**src/rtl/pusch_descrambler.sv**
```systemverilog
// PUSCH soft-bit descrambler.
// Regenerates the length-31 Gold sequence c(n) from RNTI / RAPID / cell-ID,
// sign-flips (with saturation) every incoming LLR where c(n)=1 and streams
// E descrambled LLRs per codeword under valid/ready flow control.
// Optional build macro: PUSCH_DESC_HARD_BIT_EN adds a registered hard_bit
// output (1 when the descrambled LLR is negative).
module pusch_descrambler #(
  parameter int LLR_W = 8,
  parameter int NC    = 1600
) (
  input  logic                    clk,
  input  logic                    reset,
  input  logic                    start,
  input  logic                    Config,
  input  logic [15:0]             N_Rnti,
  input  logic [5:0]              N_Rapid,
  input  logic [9:0]              N_cell_ID,
  input  logic [16:0]             E,
  input  logic signed [LLR_W-1:0] llr_in,
  input  logic                    llr_valid,
  output logic                    llr_ready,
  output logic signed [LLR_W-1:0] llr_out,
  output logic                    out_valid,
  input  logic                    out_ready,
`ifdef PUSCH_DESC_HARD_BIT_EN
  output logic                    hard_bit,
`endif
  output logic                    done
);

  localparam int WCNT_W = (NC > 1) ? $clog2(NC) : 1;
  localparam logic [WCNT_W-1:0] WARM_LAST = WCNT_W'(NC - 1);
  localparam logic signed [LLR_W-1:0] LLR_MIN = {1'b1, {(LLR_W-1){1'b0}}};
  localparam logic signed [LLR_W-1:0] LLR_MAX = {1'b0, {(LLR_W-1){1'b1}}};

  typedef enum logic [2:0] {
    S_IDLE, S_WARMUP, S_RUN, S_DRAIN, S_DONE
  } state_t;

  state_t                  state_q;
  logic [30:0]             x1_q, x2_q;
  logic [WCNT_W-1:0]       warm_q;
  logic [16:0]             in_cnt_q, e_q;
  logic signed [LLR_W-1:0] llr_out_q;
  logic                    out_valid_q, done_q;
`ifdef PUSCH_DESC_HARD_BIT_EN
  logic                    hard_q;
`endif

  logic [30:0]             cinit_d, x1_d, x2_d;
  logic                    c_bit, accept, out_hs, last_beat;
  logic signed [LLR_W-1:0] neg_llr, desc_llr;

  // c_init, wrapped to 31 bits (RNTI upper bits fall off the top)
  always_comb begin
    cinit_d = 31'd0;
    if (Config)
      cinit_d = {N_Rnti[14:0], 16'b0} + {15'b0, N_Rapid, 10'b0} + {21'b0, N_cell_ID};
    else
      cinit_d = {N_Rnti, 15'b0} + {21'b0, N_cell_ID};
  end

  // Bit 0 holds x(n); one step shifts right and appends x(n+31) on top
  assign x1_d  = {x1_q[3] ^ x1_q[0], x1_q[30:1]};
  assign x2_d  = {x2_q[3] ^ x2_q[2] ^ x2_q[1] ^ x2_q[0], x2_q[30:1]};
  assign c_bit = x1_q[0] ^ x2_q[0];

  // Negating the most negative LLR would wrap, so clamp it to the max
  assign neg_llr  = (llr_in == LLR_MIN) ? LLR_MAX : -llr_in;
  assign desc_llr = c_bit ? neg_llr : llr_in;

  assign llr_ready = (state_q == S_RUN) && (!out_valid_q || out_ready);
  assign accept    = llr_valid && llr_ready;
  assign out_hs    = out_valid_q && out_ready;
  assign last_beat = ((in_cnt_q + 17'd1) == e_q);

  // Control FSM, sequence generators and the registered output stage
  always_ff @(posedge clk or negedge reset) begin
    if (!reset) begin
      state_q     <= S_IDLE;
      x1_q        <= '0;
      x2_q        <= '0;
      warm_q      <= '0;
      in_cnt_q    <= '0;
      e_q         <= '0;
      llr_out_q   <= '0;
      out_valid_q <= 1'b0;
      done_q      <= 1'b0;
`ifdef PUSCH_DESC_HARD_BIT_EN
      hard_q      <= 1'b0;
`endif
    end else begin
      done_q <= 1'b0;
      if (out_hs) out_valid_q <= 1'b0;
      case (state_q)
        S_IDLE, S_DONE: begin
          // E=0 is not a codeword; such a start is dropped
          if (start && (E != 17'd0)) begin
            e_q      <= E;
            x1_q     <= 31'h1;
            x2_q     <= cinit_d;
            warm_q   <= '0;
            in_cnt_q <= '0;
            state_q  <= S_WARMUP;
          end
        end
        S_WARMUP: begin
          x1_q   <= x1_d;
          x2_q   <= x2_d;
          warm_q <= warm_q + WCNT_W'(1);
          if (warm_q == WARM_LAST) state_q <= S_RUN;
        end
        S_RUN: begin
          if (accept) begin
            // overrides the handshake clear above: back-to-back, no bubble
            llr_out_q   <= desc_llr;
            out_valid_q <= 1'b1;
`ifdef PUSCH_DESC_HARD_BIT_EN
            hard_q      <= desc_llr[LLR_W-1];
`endif
            x1_q        <= x1_d;
            x2_q        <= x2_d;
            in_cnt_q    <= in_cnt_q + 17'd1;
            if (last_beat) state_q <= S_DRAIN;
          end
        end
        S_DRAIN: begin
          if (out_hs) begin
            done_q  <= 1'b1;
            state_q <= S_DONE;
          end
        end
        default: state_q <= S_IDLE;
      endcase
    end
  end

  assign llr_out   = llr_out_q;
  assign out_valid = out_valid_q;
  assign done      = done_q;
`ifdef PUSCH_DESC_HARD_BIT_EN
  assign hard_bit  = hard_q;
`endif

endmodule
```
**config.mk**
```make
export PLATFORM = sky130hd
export DESIGN_NAME = pusch_descrambler
export DESIGN_NICKNAME = d
export VERILOG_FILES = /design/src/rtl/pusch_descrambler.sv
export SDC_FILE = /design/constraint.sdc
export NUM_CORES = 1
export LEC_CHECK = 0
export CAP_MARGIN = 25
export CELL_PAD_IN_SITES_DETAIL_PLACEMENT = 1
export CELL_PAD_IN_SITES_GLOBAL_PLACEMENT = 2
export CORE_MARGIN = 5
export CORE_UTILIZATION = 31
export CTS_CLUSTER_DIAMETER = 100
export CTS_CLUSTER_SIZE = 28
export DETAILED_ROUTE_END_ITERATION = 16
export GPL_TIMING_DRIVEN = 1
export MAX_ROUTING_LAYER = met4
export PLACE_DENSITY_LB_ADDON = 0.1
export SYNTH_ARGS = -nofsm -noshare
export SYNTH_HDL_FRONTEND = slang
export SYNTH_SLANG_ARGS = --single-unit
```
**constraint.sdc**
```tcl
create_clock -name clk -period 7.1 [get_ports clk]
set_input_delay 1.42 -clock clk [delete_from_list [all_inputs] [get_ports clk]]
set_output_delay 1.42 -clock clk [all_outputs]
set_load 0.005 [all_outputs]
```
==> out/metrics.cfg, run 1 <==
[setup_path]
rr_endpoint=state_q[0]$_DFFE_PN0P_
rrSetupSlack_ns=4.22
worst_setup_path_end_kind=primary output
crit_fanout=4
setup.worst_path.start=out_ready
critPathCapture=llr_ready
worst_setup_path_start_kind=input pin
r2r-start=in_cnt_q[0]$_DFFE_PN0P_
crit_type=input pin to primary output
crit_required_ns=5.68
rr_worst_depth=8
critical_path_arrival_ns=2.75

[routing]
wl_met3_um=435
wl_met2_um=8280
first_iter_violations=170
routed_wl_um=16600
first_pass_iters=4
viasPerCell=4.96
vias=5234
routedWlPerCell_um=15.8
drc_errors=0
wl_met1_um=7710
top_layer_used=met4
ant_nets=0

[flow_run]
cap_violations=0

[global_route]
grt_pass1_vias=5519
grt_usage_pct=15.8
antenna_found_initial=0
grt.overflow.total=0
grt_max_degree=125
grt_first_pass_wirelength_um=27900

[sta]
max_slew_margin_pct=39.9
maxSlewViolCount=0
max_freq_mhz=240
fin_crit_sh_pct=58.7
layout_min_cycle_time_ns=4.17
rsz0062_at_grt=false
finalHoldViolCount=0
hold_slack_ns=0.476
tightest_slew_ns=0.901
setup_viol=0
setup_tns_ns=0
clock_skew_ns=0.00611

[finish]
final_nets=844
drive_gt1_share_pct=6.70
fillers=2278
area_growth_pct=26.6
antenna_cells=0

[power]
ir_worst_vdd_mv=0.274
power_frac_comb_pct=36.8
p_int_mw=1.91
leakagePower_nw=3.32
p_switching_mw=1.19
p_seq_share_pct=34.2
switching_share_pct=38.5
clkPwrFrac_pct=28.9
power_density_nw_per_um2=396

[synth]
synth.area.top_cells=dfrtp_1, nand2_1, o21ai_0
synth-warning-count=0
synth_area_leader_cell=dfrtp_1
synth-edff-count=0
synthesis.area_um2=6180
synth_area_per_cell_um2=8.58
synth_common_cells=nand2_1, dfrtp_1, o21ai_0
syn_inst=720
synth_nets=786
synth_top_area_share_pct=48.6
synthMostInstantiatedCell=nand2_1
synth-seq-cells=120
async_flop_share_pct=100
synth_ff_type=dfrtp_1
ys_types=50
yosysSeqAreaShare_pct=48.6

[floorplan]
core-area_um2=19500
die_x_um=151
fp.dieArea_um2=22900
io_pins=74
start_util_pct=31.6
dieHeight_um=151
placementRows=51

[clock_network]
hold_buffers=0
ctsLongestPathBuffers=2
clock_latency_ns=0.42
cts_setup_buffers=0
cts_buffers=17
clk_pin_slew_ns=0.06
htreeDepth=4
tritoncts=yes
cts_root_buf=clkbuf_16
cts_resized=0
clock_sinks=120

[hold_path]
hp-class=flop to flop

[outcome]
run_status=complete, no violations

[placement]
place_hpwl_um=11400
gp_congestion=0.784
io_buffers=73

-- metrics by stage --
step	utilization, %	worst slack [ns]	total power, mW	cells	cell area, µm²
after floorplan	-	3.98	1.85	720	6180
after global placement	36.5	2.54	2.16	1021	7130
after detailed placement	36.5	2.44	2.20	1021	7130
after CTS	39.6	2.86	3.12	1053	7740
after global routing	40.1	2.87	3.35	1056	7820
final	40.1	2.93	3.10	1056	7820
-- cell families (layout without fill, tap and decap cells) --
group	after synthesis	count (layout)	synth area share [%]
compound gates	165	165	15.1
xor+xnor	36	36	5.10
flops	120	120	48.6
fa+ha+maj	3	3	0.608
simple gates	319	319	23.0
mux	26	26	4.21
buf+inv	51	122	3.36
-- cell type report --
cell class | count | area [µm²] | share of cell area (%)
Sequential cell | 120 | 3000 | 38.4
Multi-Input combinational cell | 549 | 2990 | 38.2
Timing Repair Buffer | 81 | 848 | 10.8
Clock buffer | 19 | 443 | 5.66
Tap cell | 265 | 332 | 4.24
Clock inverter | 13 | 170 | 2.18
Inverter | 9 | 33.8 | 0.432
-- metal layers --
layer,vias up,GRT usage [%]
met2,59,26.1
met4,0,4.35
met1,2577,19.4
met3,19,3.68
met5,-,-
li1,2579,-
-- critical path, stage by stage --
cell and delay, ns:
clkdlybuf4s50_1 0.54, nor2b_1 0.10, nor2_1 0.15, clkdlybuf4s50_1 0.54
-- worst min path at each step --
stage / from / to / slack (ns) / depth (start not counted)
2_1_floorplan: x1_q[30]$_DFFE_PN0P_ / x1_q[30]$_DFFE_PN0P_ / 0.45 / 2
3_3_place_gp: x1_q[18]$_DFFE_PN0P_ / x1_q[18]$_DFFE_PN0P_ / 0.46 / 2
3_5_place_dp: x1_q[11]$_DFFE_PN0P_ / x1_q[11]$_DFFE_PN0P_ / 0.47 / 2
4_1_cts: x1_q[11]$_DFFE_PN0P_ / x1_q[11]$_DFFE_PN0P_ / 0.48 / 2
5_1_grt: x2_q[6]$_DFFE_PN0P_ / x2_q[6]$_DFFE_PN0P_ / 0.51 / 2
6_report: x1_q[11]$_DFFE_PN0P_ / x1_q[11]$_DFFE_PN0P_ / 0.48 / 2
-- layout by cell type (no fill, tap or decap), types with 4 or more instances in the layout --
master	instances
a21oi_1	37
a311oi_1	4
a31oi_1	5
and3_1	10
buf_4	6
clkbuf_16	17
clkdlybuf4s50_1	72
dfrtp_1	120
inv_1	9
mux2i_1	26
nand2_1	179
nand2b_1	9
nand3_1	16
nand4_1	5
nor2_1	59
nor2b_1	4
nor3_1	8
nor4_1	8
o21ai_0	80
o21ai_1	14
o31ai_1	7
or3_1	4
xnor2_1	21
xor2_1	15
-- registers in the layout (all words and copies together) (netlist names) --
register,count
in_cnt_q,17
x1_q,31
done,1
x2_q,31
e_q,17
state_q,3
llr_out,8
out_valid,1
warm_q,11
-- power by group through the flow --
stage / clock network, mW / logic [mW] / registers [mW]
5_1_grt: 0.953 / 1.31 / 1.09
3_5_place_dp: 0 / 1.13 / 1.07
4_1_cts: 0.921 / 1.14 / 1.06
2_1_floorplan: 0 / 0.838 / 1.01
3_3_place_gp: 0 / 1.09 / 1.07
6_report: 0.896 / 1.14 / 1.06
(Power assumes the default switching activity.)
==> inputs of run 2 (changes only) <==
==> constraint.sdc (replaced) <==
create_clock -name clk -period 3.7 [get_ports clk]
set_input_delay 0.74 -clock clk [delete_from_list [all_inputs] [get_ports clk]]
set_output_delay 0.74 -clock clk [all_outputs]
set_load 0.005 [all_outputs]
==> run 2 against run 1 <==
Combinational power increased by 90%; power up 94%; sequential power grew 94%; clock-buffer cell count grew 3; utilization grew 0.096 points; largest cell class unchanged; register-to-register slack got worse by 3.3 ns; critical endpoint unchanged; global-route usage up 0.22 points; via count is 0.36% higher; die area unchanged; design area is 0.24% higher.
==> out/metrics.cfg, run 2 (same netlist as run 1, synthesis figures left out) <==
[sta]
layout_min_cycle_time_ns=3.05
rsz0062_at_grt=false  ; unchanged
clock_skew_ns=0.0134  ; was 0.00611 ns
maxSlewViolCount=0  ; unchanged
max_freq_mhz=328
tightest_slew_ns=0.822  ; was 0.901 ns
finalHoldViolCount=0  ; unchanged
fin_crit_sh_pct=82.3
setup_viol=0  ; unchanged
setup_tns_ns=0  ; unchanged
fin_ws_ns=0.654  ; was 2.93 ns
max_slew_margin_pct=45.2  ; was 39.9%

[hold_path]
hp-class=input pin to async pin  ; was flop to flop

[setup_path]
worstPathCellList=nor2_1 -> nand2_1 -> nor2_1 -> clkdlybuf4s50_1  ; was clkdlybuf4s50_1 -> nor2b_1 -> nor2_1 -> clkdlybuf4s50_1
critical_path_arrival_ns=2.31  ; was 2.75 ns
crit_fanout=11  ; was 4
critical-path-slowest-cell=clkdlybuf4s50_1  ; unchanged
worst_setup_path_start_kind=flop  ; was input pin
crit_type=flop to primary output  ; was input pin to primary output
rrSetupSlack_ns=0.91  ; was 4.22 ns
r2r-start=in_cnt_q[0]$_DFFE_PN0P_  ; unchanged
crit_required_ns=2.96  ; was 5.68 ns
timing.critical_path.buf_inv=1  ; was 2
crit_path_frequent_cell=nor2_1  ; was clkdlybuf4s50_1
rr_worst_depth=8  ; unchanged
cpPeakStageDelay_ns=0.54  ; about the same
crit_family=simple AND/OR/NAND/NOR gates  ; was buffers and inverters
worst_setup_path_end_kind=primary output  ; unchanged
rr_endpoint=state_q[0]$_DFFE_PN0P_  ; unchanged

[routing]
ant_nets=0  ; unchanged
first_pass_iters=5  ; was 4
routedWlPerCell_um=15.7  ; was 15.8 µm
vias=5253  ; was 5234
first_iter_violations=277  ; was 170
drc_errors=0  ; unchanged
routed_wl_um=16600  ; about the same
viasPerCell=4.97  ; was 4.96

[clock_network]
clock_latency_ns=0.42  ; about the same
tritoncts=yes  ; unchanged
hold_buffers=0  ; unchanged
cts_setup_buffers=0  ; unchanged
htreeDepth=4  ; unchanged
cts_buffers=17  ; unchanged
cts_resized=0  ; unchanged
clk_pin_slew_ns=0.05  ; was 0.06 ns
clock_sinks=120  ; unchanged
ctsLongestPathBuffers=2  ; unchanged
cts_root_buf=clkbuf_16  ; unchanged

[placement]
dpl-instance-area_um2=7200  ; was 7130 µm²
dp_slack_ns=0.219  ; was 2.44 ns
gp_congestion=0.813  ; was 0.784
io_buffers=73  ; unchanged
dp_cells=1028  ; was 1021
place_hpwl_um=11900  ; was 11400 µm

[power]
power_density_nw_per_um2=766  ; was 396 nW/µm²
ir_worst_vdd_mv=0.497  ; was 0.274 mV
leakagePower_nw=3.35  ; was 3.32 nW

[floorplan]
die_x_um=151  ; unchanged
fp.dieArea_um2=22900  ; unchanged
start_util_pct=31.6  ; unchanged
io_pins=74  ; unchanged
dieHeight_um=151  ; unchanged
placementRows=51  ; unchanged
core-area_um2=19500  ; unchanged

[global_route]
grt_first_pass_wirelength_um=28200  ; was 27900 µm
grt_pass1_vias=5626  ; was 5519
grt.overflow.total=0  ; unchanged
grt_max_degree=125  ; unchanged
grt_usage_pct=16.0  ; was 15.8%
antenna_found_initial=0  ; unchanged

[finish]
final_cells=1058  ; was 1056
layout_common_cells=nand2_1, dfrtp_1, o21ai_0  ; unchanged
reg_top3=x1_q: 31 flops, x2_q: 31 flops  ; unchanged
area_growth_pct=26.9  ; was 26.6%
antenna_cells=0  ; unchanged
stdcell_area_um2=7840  ; was 7820 µm²
drive_gt1_share_pct=7.06  ; was 6.70%
layout_commonest_cell=nand2_1  ; unchanged
fillers=2279  ; was 2278
utilization_pct=40.2  ; was 40.1%
final_nets=848  ; was 844

[flow_run]
cap_violations=0  ; unchanged

[outcome]
run_status=complete, no violations  ; unchanged

-- run 2: power by group --
part / internal (mW) / total, mW / leakage [nW] / switching, mW
Clock: 1.20 / 1.78 / 0.314 / 0.577
Sequential: 1.71 / 2.06 / 1.57 / 0.344
Combinational: 0.860 / 2.17 / 1.46 / 1.31
-- run 2: cell type report --
class                   instances  area, µm²  area share [%]
flip-flops and latches        120       3000            38.3
multi-input cells             549       2990            38.2
repair buffers                 85        843            10.8
clock buffers                  22        494            6.30
well taps                     265        332            4.23
clock inverters                 8        143            1.82
inverters                       9       33.8           0.431
-- run 2: worst max path at each step --
stage	startpoint	slack, ns	depth (start not counted)	endpoint
floorplan	E[12]	1.26	8	x1_q[30]$_DFFE_PN0P_
global placement	E[1]	0.31	9	x1_q[0]$_DFFE_PN0P_
detailed placement	E[1]	0.22	8	x2_q[14]$_DFFE_PN0P_
CTS	state_q[0]$_DFFE_PN0P_	0.60	4	llr_ready
global route	E[1]	0.49	8	x2_q[14]$_DFFE_PN0P_
finish	state_q[0]$_DFFE_PN0P_	0.65	4	llr_ready
-- run 2: through the flow --
step	hold slack [ns]	power, mW
floorplan	0.444	3.55
global route	0.490	6.50
CTS	0.445	6.12
global placement	0.461	4.20
finish	0.402	6.00
detailed placement	0.471	4.29
-- run 2: layer usage --
metal  vias up  global-route usage (%)  part of all wire, %
li1       2586                       -                    -
met1      2588                    19.5                   46
met2        65                    26.5                   50
met3        14                    3.44                  2.4
met4         0                    5.12                  1.3
met5         -                       -                    0
==> inputs of run 3 (changes only) <==
==> constraint.sdc (replaced) <==
create_clock -name clk -period 3 [get_ports clk]
set_input_delay 0.6 -clock clk [delete_from_list [all_inputs] [get_ports clk]]
set_output_delay 0.6 -clock clk [all_outputs]
set_load 0.005 [all_outputs]
==> run 3 against run 2 <==
Critical path depth rose by 5; critical endpoint is now x2_q[4]$_DFFE_PN0P_; cell count rose by 1.8%; clock skew fell by 0.0044 ns; largest power group unchanged; combinational power rose by 39%; worst setup slack got worse by 0.41 ns; sequential cell count did not move.
==> out/metrics.cfg, run 3 (same netlist as run 1, synthesis figures left out) <==
[sta]
hold_slack_ns=0.174  ; was 0.402 ns
max_freq_mhz=363
finalHoldViolCount=0  ; unchanged
fin_crit_sh_pct=91.8
maxSlewViolCount=0  ; unchanged
max_slew_margin_pct=48.2  ; was 45.2%
clock_skew_ns=0.00907  ; was 0.0134 ns
rsz0062_at_grt=false  ; unchanged
tightest_slew_ns=0.776  ; was 0.822 ns
setup_viol=0  ; unchanged
layout_min_cycle_time_ns=2.76

[finish]
area_growth_pct=29.7  ; was 26.9%
layout_commonest_cell=nand2_1  ; unchanged
layout_common_cells=nand2_1, dfrtp_1, o21ai_0  ; unchanged
final_cells=1077  ; was 1058
drive_gt1_share_pct=9.11  ; was 7.06%
antenna_cells=0  ; unchanged
reg_top3=x1_q: 31 flops, x2_q: 31 flops  ; unchanged
stdcell_area_um2=8010  ; was 7840 µm²
fillers=2301  ; was 2279
final_nets=865  ; was 848

[floorplan]
core-area_um2=19500  ; unchanged
placementRows=51  ; unchanged
dieHeight_um=151  ; unchanged
io_pins=74  ; unchanged
die_x_um=151  ; unchanged
start_util_pct=31.6  ; unchanged
fp.dieArea_um2=22900  ; unchanged

[routing]
ant_nets=0  ; unchanged
drc_errors=0  ; unchanged
viasPerCell=4.97  ; about the same
top_layer_used=met4  ; unchanged
routed_wl_um=17400  ; was 16600 µm
wl_met3_um=487  ; was 400 µm
wl_met2_um=8810  ; was 8320 µm
first_pass_iters=4  ; was 5
first_iter_violations=165  ; was 277
routedWlPerCell_um=16.2  ; was 15.7 µm
wl_met1_um=7870  ; was 7630 µm
vias=5358  ; was 5253

[flow_run]
cap_violations=0  ; unchanged

[power]
power_frac_comb_pct=39.2  ; was 36.1%
switching_share_pct=37.3  ; was 37.1%
power_density_nw_per_um2=958  ; was 766 nW/µm²
finalPower_mw=7.67  ; was 6.00 mW
clkPwrFrac_pct=27.8  ; was 29.7%
leakagePower_nw=3.43  ; was 3.35 nW
p_int_mw=4.81  ; was 3.78 mW
ir_worst_vdd_mv=0.486  ; was 0.497 mV
p_seq_share_pct=33.0  ; was 34.2%
p_switching_mw=2.86  ; was 2.23 mW

[global_route]
grt_usage_pct=16.4  ; was 16.0%
grt_max_degree=67  ; was 125
grt.overflow.total=0  ; unchanged
grt_first_pass_wirelength_um=29100  ; was 28200 µm
antenna_found_initial=0  ; unchanged
grt_pass1_vias=5677  ; was 5626

[clock_network]
hold_buffers=0  ; unchanged
clk_pin_slew_ns=0.06  ; was 0.05 ns
clock_sinks=120  ; unchanged
clock_latency_ns=0.41  ; was 0.42 ns
cts_resized=0  ; unchanged
tritoncts=yes  ; unchanged
htreeDepth=4  ; unchanged
ctsLongestPathBuffers=2  ; unchanged
cts_buffers=17  ; unchanged
cts_setup_buffers=0  ; unchanged
cts_root_buf=clkbuf_16  ; unchanged

[setup_path]
critical_path_arrival_ns=3.03  ; was 2.31 ns
crit_fanout=16  ; was 11
worst_setup_path_start_kind=input pin  ; was flop
worst_setup_path_end_kind=flop  ; was primary output
crit_type=input pin to flop  ; was flop to primary output
crit_required_ns=3.27  ; was 2.96 ns

[placement]
io_buffers=73  ; unchanged
gp_congestion=0.769  ; was 0.813
place_hpwl_um=12600  ; was 11900 µm
dp_cells=1045  ; was 1028
dpl-instance-area_um2=7390  ; was 7200 µm²

[hold_path]
hp-class=input pin to async pin  ; unchanged

[outcome]
run_status=complete, no violations  ; unchanged

==> run 3: layout make-up <==
cell class | count | area, µm² | share of cell area [%]
inverter | 9 | 33.8 | 0.422
sequential | 120 | 3000 | 37.5
timing repair buffer | 102 | 1030 | 12.9
clock inverter | 13 | 179 | 2.23
clock buffer | 19 | 433 | 5.40
tap | 265 | 332 | 4.14
multi-input combinational | 549 | 3000 | 37.4
==> run 3: power groups by stage <==
stage / logic (mW) / registers, mW / clock network [mW]
after floorplan: 1.98 / 2.40 / 0
after global placement: 2.95 / 2.55 / 0
after detailed placement: 3.06 / 2.56 / 0
after CTS: 3.08 / 2.55 / 2.19
after global routing: 3.40 / 2.60 / 2.27
final: 3.01 / 2.53 / 2.13
==> run 3: metal layers <==
layer,GRT usage (%),vias up
li1,-,2614
met1,20.5,2655
met2,27.4,74
met3,3.53,15
met4,4.17,0
met5,-,-
==> run 3: final timing paths <==
kind,start,end,slack (ns),cells past startpoint
min in group clk,x2_q[22]$_DFFE_PN0P_,x2_q[22]$_DFFE_PN0P_,0.47,2
hold reg to reg,x2_q[22]$_DFFE_PN0P_,x2_q[22]$_DFFE_PN0P_,0.47,2
setup reg to reg,in_cnt_q[1]$_DFFE_PN0P_,state_q[0]$_DFFE_PN0P_,0.34,9
setup / recovery,E[1],x2_q[4]$_DFFE_PN0P_,0.24,9
hold / removal,reset,e_q[2]$_DFFE_PN0P_,0.17,1
max in group asynchronous,reset,state_q[0]$_DFFE_PN0P_,2.12,2
==> run 3: critical path, stage by stage <==
cell,delay [ns]
clkdlybuf4s50_1,0.42
nor4_1,0.49
nand4_1,0.26
o211ai_2,0.29
nand2_1,0.16
a211oi_4,0.30
buf_12,0.18
buf_4,0.20
o21ai_0,0.12
==> run 3: metrics by stage <==
step	TNS [ns]	utilization [%]	worst slack [ns]
detailed placement	-7.77	37.9	-0.209
global route	0	41.0	0.0472
CTS	0	41.0	0.207
global placement	-1.28	37.9	-0.0601
floorplan	0	-	0.666
finish	0	41.0	0.245
